## config.mk

```make
export PLATFORM = sky130hd
export DESIGN_NAME = chunked_serial_adder
export DESIGN_NICKNAME = d
export VERILOG_FILES = /design/src/rtl/chunked_serial_adder.sv
export SDC_FILE = /design/constraint.sdc
export NUM_CORES = 1
export LEC_CHECK = 0
export BUFFER_PORTS_ARGS = -buffer_cell sky130_fd_sc_hd__buf_2
export CAP_MARGIN = 30
export CORE_UTILIZATION = 32
export CTS_BUF_LIST = sky130_fd_sc_hd__clkbuf_4 sky130_fd_sc_hd__clkbuf_8
export DETAILED_ROUTE_END_ITERATION = 12
export HOLD_SLACK_MARGIN = 0.12
export MAX_ROUTING_LAYER = met4
export SYNTH_ARGS = -nofsm -noshare
export SYNTH_HDL_FRONTEND = slang
export SYNTH_SLANG_ARGS = --single-unit
```

## constraint.sdc

```tcl
create_clock -name clk -period 3.6 [get_ports clk]
set_clock_uncertainty 0.05 [all_clocks]
set_input_delay 0.54 -clock clk [delete_from_list [all_inputs] [get_ports clk]]
set_output_delay 0.54 -clock clk [all_outputs]
set_load 0.03 [all_outputs]
```

## src/rtl/chunked_serial_adder.sv

```systemverilog
// Multi-cycle adder/subtractor: sums a WIDTH-bit operand pair CHUNK bits per clock,
// holding the inter-chunk carry in a register, with valid/ready on both sides.
module chunked_serial_adder #(
  parameter int WIDTH = 16,
  parameter int CHUNK = 4
) (
  input  logic             clk,
  input  logic             rst,
  input  logic             in_valid,
  output logic             in_ready,
  input  logic [WIDTH-1:0] a,
  input  logic [WIDTH-1:0] b,
  input  logic             cin,
  input  logic             sub,
  output logic             out_valid,
  input  logic             out_ready,
  output logic [WIDTH-1:0] sum,
  output logic             cout,
  output logic             overflow
);

  localparam int NCHUNK = WIDTH / CHUNK;
  localparam int IDXW   = (NCHUNK > 1) ? $clog2(NCHUNK) : 1;

  typedef enum logic [1:0] {IDLE, ADD, DONE} state_t;

  state_t            state_reg, state_next;
  logic [IDXW-1:0]   idx_reg;
  logic              carry_reg;
  logic [WIDTH-1:0]  a_reg, b_reg;
  logic              cout_reg, overflow_reg;

  logic [CHUNK-1:0]  a_chunk [NCHUNK];
  logic [CHUNK-1:0]  b_chunk [NCHUNK];
  logic [CHUNK-1:0]  sum_chunk_reg [NCHUNK];
  logic [CHUNK-1:0]  a_sel, b_sel, s_cur;
  logic [CHUNK:0]    chunk_sum;
  logic              last_chunk, msb_carry_in;

  genvar gi;
  generate
    for (gi = 0; gi < NCHUNK; gi++) begin : g_chunk
      assign a_chunk[gi] = a_reg[gi*CHUNK +: CHUNK];
      assign b_chunk[gi] = b_reg[gi*CHUNK +: CHUNK];
      assign sum[gi*CHUNK +: CHUNK] = sum_chunk_reg[gi];

      always_ff @(posedge clk) begin
        if (rst)
          sum_chunk_reg[gi] <= '0;
        else if (state_reg == ADD && idx_reg == IDXW'(gi))
          sum_chunk_reg[gi] <= s_cur;
      end
    end
  endgenerate

  assign a_sel      = a_chunk[idx_reg];
  assign b_sel      = b_chunk[idx_reg];
  assign chunk_sum  = {1'b0, a_sel} + {1'b0, b_sel} + {{CHUNK{1'b0}}, carry_reg};
  assign s_cur      = chunk_sum[CHUNK-1:0];
  assign last_chunk = (idx_reg == IDXW'(NCHUNK - 1));
  // Carry into the MSB recovered from the MSB sum bit: s = a ^ b ^ c_in.
  assign msb_carry_in = a_sel[CHUNK-1] ^ b_sel[CHUNK-1] ^ s_cur[CHUNK-1];

  assign in_ready  = (state_reg == IDLE);
  assign out_valid = (state_reg == DONE);
  assign cout      = cout_reg;
  assign overflow  = overflow_reg;

  always_ff @(posedge clk) begin
    if (rst)
      state_reg <= IDLE;
    else
      state_reg <= state_next;
  end

  always_comb begin
    state_next = state_reg;
    case (state_reg)
      IDLE:    if (in_valid) state_next = ADD;
      ADD:     if (last_chunk) state_next = DONE;
      DONE:    if (out_ready) state_next = IDLE;
      default: state_next = IDLE;
    endcase
  end

  always_ff @(posedge clk) begin
    if (rst) begin
      a_reg        <= '0;
      b_reg        <= '0;
      carry_reg    <= 1'b0;
      idx_reg      <= '0;
      cout_reg     <= 1'b0;
      overflow_reg <= 1'b0;
    end else if (state_reg == IDLE && in_valid) begin
      // Subtraction is a + ~b + 1; cin only matters for addition.
      a_reg     <= a;
      b_reg     <= sub ? ~b : b;
      carry_reg <= sub ? 1'b1 : cin;
      idx_reg   <= '0;
    end else if (state_reg == ADD) begin
      carry_reg <= chunk_sum[CHUNK];
      idx_reg   <= idx_reg + 1'b1;
      if (last_chunk) begin
        cout_reg     <= chunk_sum[CHUNK];
        overflow_reg <= chunk_sum[CHUNK] ^ msb_carry_in;
      end
    end
  end

endmodule

```

After elaboration in Yosys (flattened, before gate mapping):

Memory sizes are Yosys's and may differ from the RTL's.
Cells that the tools add are included.

* flip-flop bits (word level): 39
* bits in latches: 0
* RAM bits: 16
* ROM bits: 0
* input bits: 38
* output and inout bits: 20
* word-level logic and storage cells: 73
* memories kept: 1

* add/subtract/negate cells: 3
* multiply operators: 0
* divide/modulo/power cells: 0
* order comparisons: 1
* equality and inequality tests: 8
* shifts and indexed selects: 0
* muxes and demuxes: 32
* bitwise logic cells: 10
* reductions and logical operators: 11

Memories
* sum_chunk_reg: words 4, width 4, read ports 4, clocked after memory_dff 0, wr ports 4, line 35 `logic [CHUNK-1:0] sum_chunk_reg [NCHUNK];`

Operators by type and width (number)
* $mux 4: 8
* $mux 1: 17
* $bmux 4 s2: 2
* $mux 16: 1
* $not 16->16: 1
* $eq 2x2->1 const B: 3
* $mux 2: 3
* $pmux 2 s3: 1
* $reduce_and 3->1: 2
* $add 4x4->5: 1
* $add 5x1->5: 1
* $logic_and 1x1->1: 5
* $eq 2x1->1 const B: 2
* $logic_not 2->1: 2
* $ne 2x2->1 const B: 2
* $or 1x1->1: 4
* $ge 3x3->1 const B: 1
* $not 2->3: 1
* $xor 1x1->1: 3
* $add 2x1->2 const B: 1
* $ne 2x1->1 const B: 1
* $reduce_bool 2->1: 1
* $reduce_or 2->1: 1
* $not 1->1: 1

Longest topological paths before layout:

* depth after elaboration: 8
* mapped depth: 9
* depth with buffers taken out: 8

Worst setup path after synthesis:

Ideal clock, no wire load.

* kind: reg-to-reg
* start: register idx_reg[0]
* end: memory sum_chunk_reg[1][3] (data pin)
* setup time: 0.263 ns
* arrival time: 2.202 ns
* required time: 3.287 ns
* slack: 1.085 ns
* cell stages (with the launch flop): 8
* path buffers: 1
* period minus slack after synthesis: 2.515 ns
* cells stage by stage: dfxtp_1 > buf_2 > mux4_2 > fa_1 > a21o_1 > a21oi_1 > xor2_1 > nor2_1

RTL lines
* from (decl): line 28 `logic [IDXW-1:0] idx_reg;`
* from (signal assigned): line 102 `idx_reg <= idx_reg + 1'b1;`
* to (decl): line 35

==> run summary <==
number of non-filler instances in the completed layout: 399
Final nets: 343
area of the die: 8550 um^2
crit path kind: reg2reg
power per unit of standard cell area: 423 nW/um^2
fraction of synthesized cell area taken by the top area cell type: 0.298
most area-hungry cell type in the Yosys netlist: sky130_fd_sc_hd__dfxtp_1
number of antenna violations at the first check in global routing: 0
share of final-layout standard cells stronger than drive strength 1: 0.316
number of cells on the worst hold path: 3
aggregate global routing overflow: 0
Routed WL: 4990 um
Post-Place Setup Slack: 0.713 ns
wire per inst: 12.5 um
global placer's final weighted congestion: 0.730
cell chosen for the clock root: sky130_fd_sc_hd__clkbuf_8
1st-iter DRT viols: 68
count of pins on the block boundary: 58
post-synthesis instance total: 248
Remaining DRCs: 0
maximum fanout along the worst path: 12
startpoint class of the critical path: register
sink count of the clock tree: 55
final count of pins violating max slew: 0
dpl cells: 390
core area: 7810 um^2
IR drop worst, VDD: 0.176 mV
count of nets left with antenna violations after detail routing: 0
Peak Freq: 351 MHz
Final Critical Period: 2.85 ns
count of buffers from port buffering: 57
Clock Latency Late Sink: 0.30 ns
ys async rst share: 0
via count of the first global-routing pass: 1692
num rows: 32
portion of the post-synthesis area used by sequential elements: 0.481
unrepaired setup endpoints after global routing: false
type of the worst min-delay path: in2reg
final standard cell utilization of the core: 0.389
wire length of the first global-routing pass: 8140 um
Pleak: 1.20 nW
number of vias per cell: 4.46
Antenna Cells: 0
count of final setup violators: 0
DP HPWL: 3660 um
Die Height: 92.5 um
Synthesis Warnings: 0
Critical Path RT: 3.61 ns
Least-Margin Pin Slew: 0.581 ns
clock tree from TritonCTS: yes
Global Route Usage Sum: 0.126
width of the chip: 92.5 um
clock slew at reported path FFs: 0.10 ns
count of cells resized by post-cts repair: 0
number of vias after detailed routing: 1781
hold bufs inserted after CTS: 0
most instantiated flip-flop cell in the synthesis netlist: sky130_fd_sc_hd__dfxtp_1
endpoint kind of the worst setup timing path: register
top area cells in the synthesized netlist: sky130_fd_sc_hd__dfxtp_1 (30%), sky130_fd_sc_hd__edfxtp_1 (18%), sky130_fd_sc_hd__a211oi_2 (7.6%)
share of power burned in registers: 0.546
PnR worst setup slack: 0.752 ns
status: finished, final reports clean
cell area after technology mapping: 2620 um^2
combinational cell fraction of total power: 0.186
data arrival time at the worst-slack endpoint: 2.86 ns
Area growth, synth to finish: 16.0%
maximum buffer depth of the clock tree: 2
post-synthesis register bit count: 55
number of enable-type register cells in the synthesized netlist: 16
initial core utilization: 0.336
clock network fraction of design power: 0.268
sw power: 0.369 mW
Internal Pwr Total: 0.915 mW
setup_tns: 0 ns
final number of hold-violating endpoints: 0
final total power: 1.28 mW
Commonest cells post-synth: sky130_fd_sc_hd__dfxtp_1 (39), sky130_fd_sc_hd__nand2_1 (37), sky130_fd_sc_hd__nor2_1 (33), sky130_fd_sc_hd__a21oi_1 (22), sky130_fd_sc_hd__xnor2_1 (17)
buffers inserted during post-CTS setup optimization: 0
maximum number of pins on one net before global-route repair: 51
relative slew slack: 0.612
worst reg-to-reg path cell count: 6
ratio of final minimum period to clock period: 0.791
number of clock buffers inserted by TritonCTS: 5
max-capacitance violation count: 0
per-instance average area after synthesis: 10.6 um^2
proportion of total power due to net switching: 0.287
cell with the most instances after synthesis: sky130_fd_sc_hd__dfxtp_1
Post-DP Area: 2930 um^2
worst-case hold slack: 0.411 ns
final cell area excluding filler cells: 3040 um^2
number of distinct library cells after synthesis: 31
total iterations of the first detailed-routing run: 4
count of H-tree levels built during CTS: 2
Net Count, Synth: 295
==> per-layer routing <==
layer	GRT usage	share of wire	up-vias	wire, um
li1	-	-	940	-
met1	0.164	0.49	791	2450
met2	0.196	0.45	46	2260
met3	0.0279	0.046	4	232
met4	0.0352	0.0096	0	48
met5	-	0	-	0
==> path summary, 6_finish.rpt <==
check / from / endpoint / slack (ns)
hold reg to reg: a_reg[9]$_SDFFE_PP0P_ / a_reg[9]$_SDFFE_PP0P_ / 0.41
setup reg to reg: idx_reg[0]$_SDFFE_PP0P_ / sum_chunk_reg[3][3]$_SDFFCE_PN0P_ / 0.75
setup / recovery: idx_reg[0]$_SDFFE_PP0P_ / sum_chunk_reg[3][3]$_SDFFCE_PN0P_ / 0.75
hold / removal: a[14] / a_reg[14]$_SDFFE_PP0P_ / 0.41
==> power by group through the flow <==
stage	registers [mW]	logic, mW	clock network, mW
global placement	0.716	0.235	0
finish	0.701	0.239	0.344
detailed placement	0.716	0.238	0
CTS	0.702	0.239	0.353
floorplan	0.726	0.169	0
global route	0.707	0.264	0.376
==> cell usage in the layout, fill, tap and decap left out, types with 3 or more instances in the layout <==
cell / instances
sky130_fd_sc_hd__a211oi_2: 16
sky130_fd_sc_hd__a21o_1: 4
sky130_fd_sc_hd__a21oi_1: 22
sky130_fd_sc_hd__and3_1: 4
sky130_fd_sc_hd__buf_2: 57
sky130_fd_sc_hd__clkbuf_8: 5
sky130_fd_sc_hd__dfxtp_1: 39
sky130_fd_sc_hd__edfxtp_1: 16
sky130_fd_sc_hd__ha_1: 7
sky130_fd_sc_hd__inv_1: 5
sky130_fd_sc_hd__mux4_2: 8
sky130_fd_sc_hd__nand2_1: 37
sky130_fd_sc_hd__nand2b_1: 3
sky130_fd_sc_hd__nor2_1: 33
sky130_fd_sc_hd__nor3_1: 4
sky130_fd_sc_hd__xnor2_1: 17
sky130_fd_sc_hd__xor2_1: 3
==> critical path: stages, from the launching register on <==
cell and delay (ns):
sky130_fd_sc_hd__dfxtp_1 0.70, sky130_fd_sc_hd__mux4_2 0.60, sky130_fd_sc_hd__fa_1 0.39, sky130_fd_sc_hd__a21o_1 0.17
sky130_fd_sc_hd__a21oi_1 0.24, sky130_fd_sc_hd__xor2_1 0.35, sky130_fd_sc_hd__nor2_1 0.09
==> cell type report <==
type,count,area (um^2)
Clock buffer,5,68.8
Clock inverter,3,25.0
Fill cell,808,4770
Inverter,5,18.8
Multi-Input combinational cell,170,1220
Sequential cell,55,1260
Tap cell,102,128
Timing Repair Buffer,59,313
==> logic make-up after synthesis <==
logic type	Yosys count	share of synthesized area
xor gates and xnor gates	20	0.0669
buffers and inverters	23	0.0516
DFF	55	0.481
AOI/OAI and AO/OA	45	0.139
adders and majority gates	9	0.0487
muxes	9	0.0726
and+or+nand+nor	87	0.139
No activity file was read; power rests on OpenSTA's default activity.
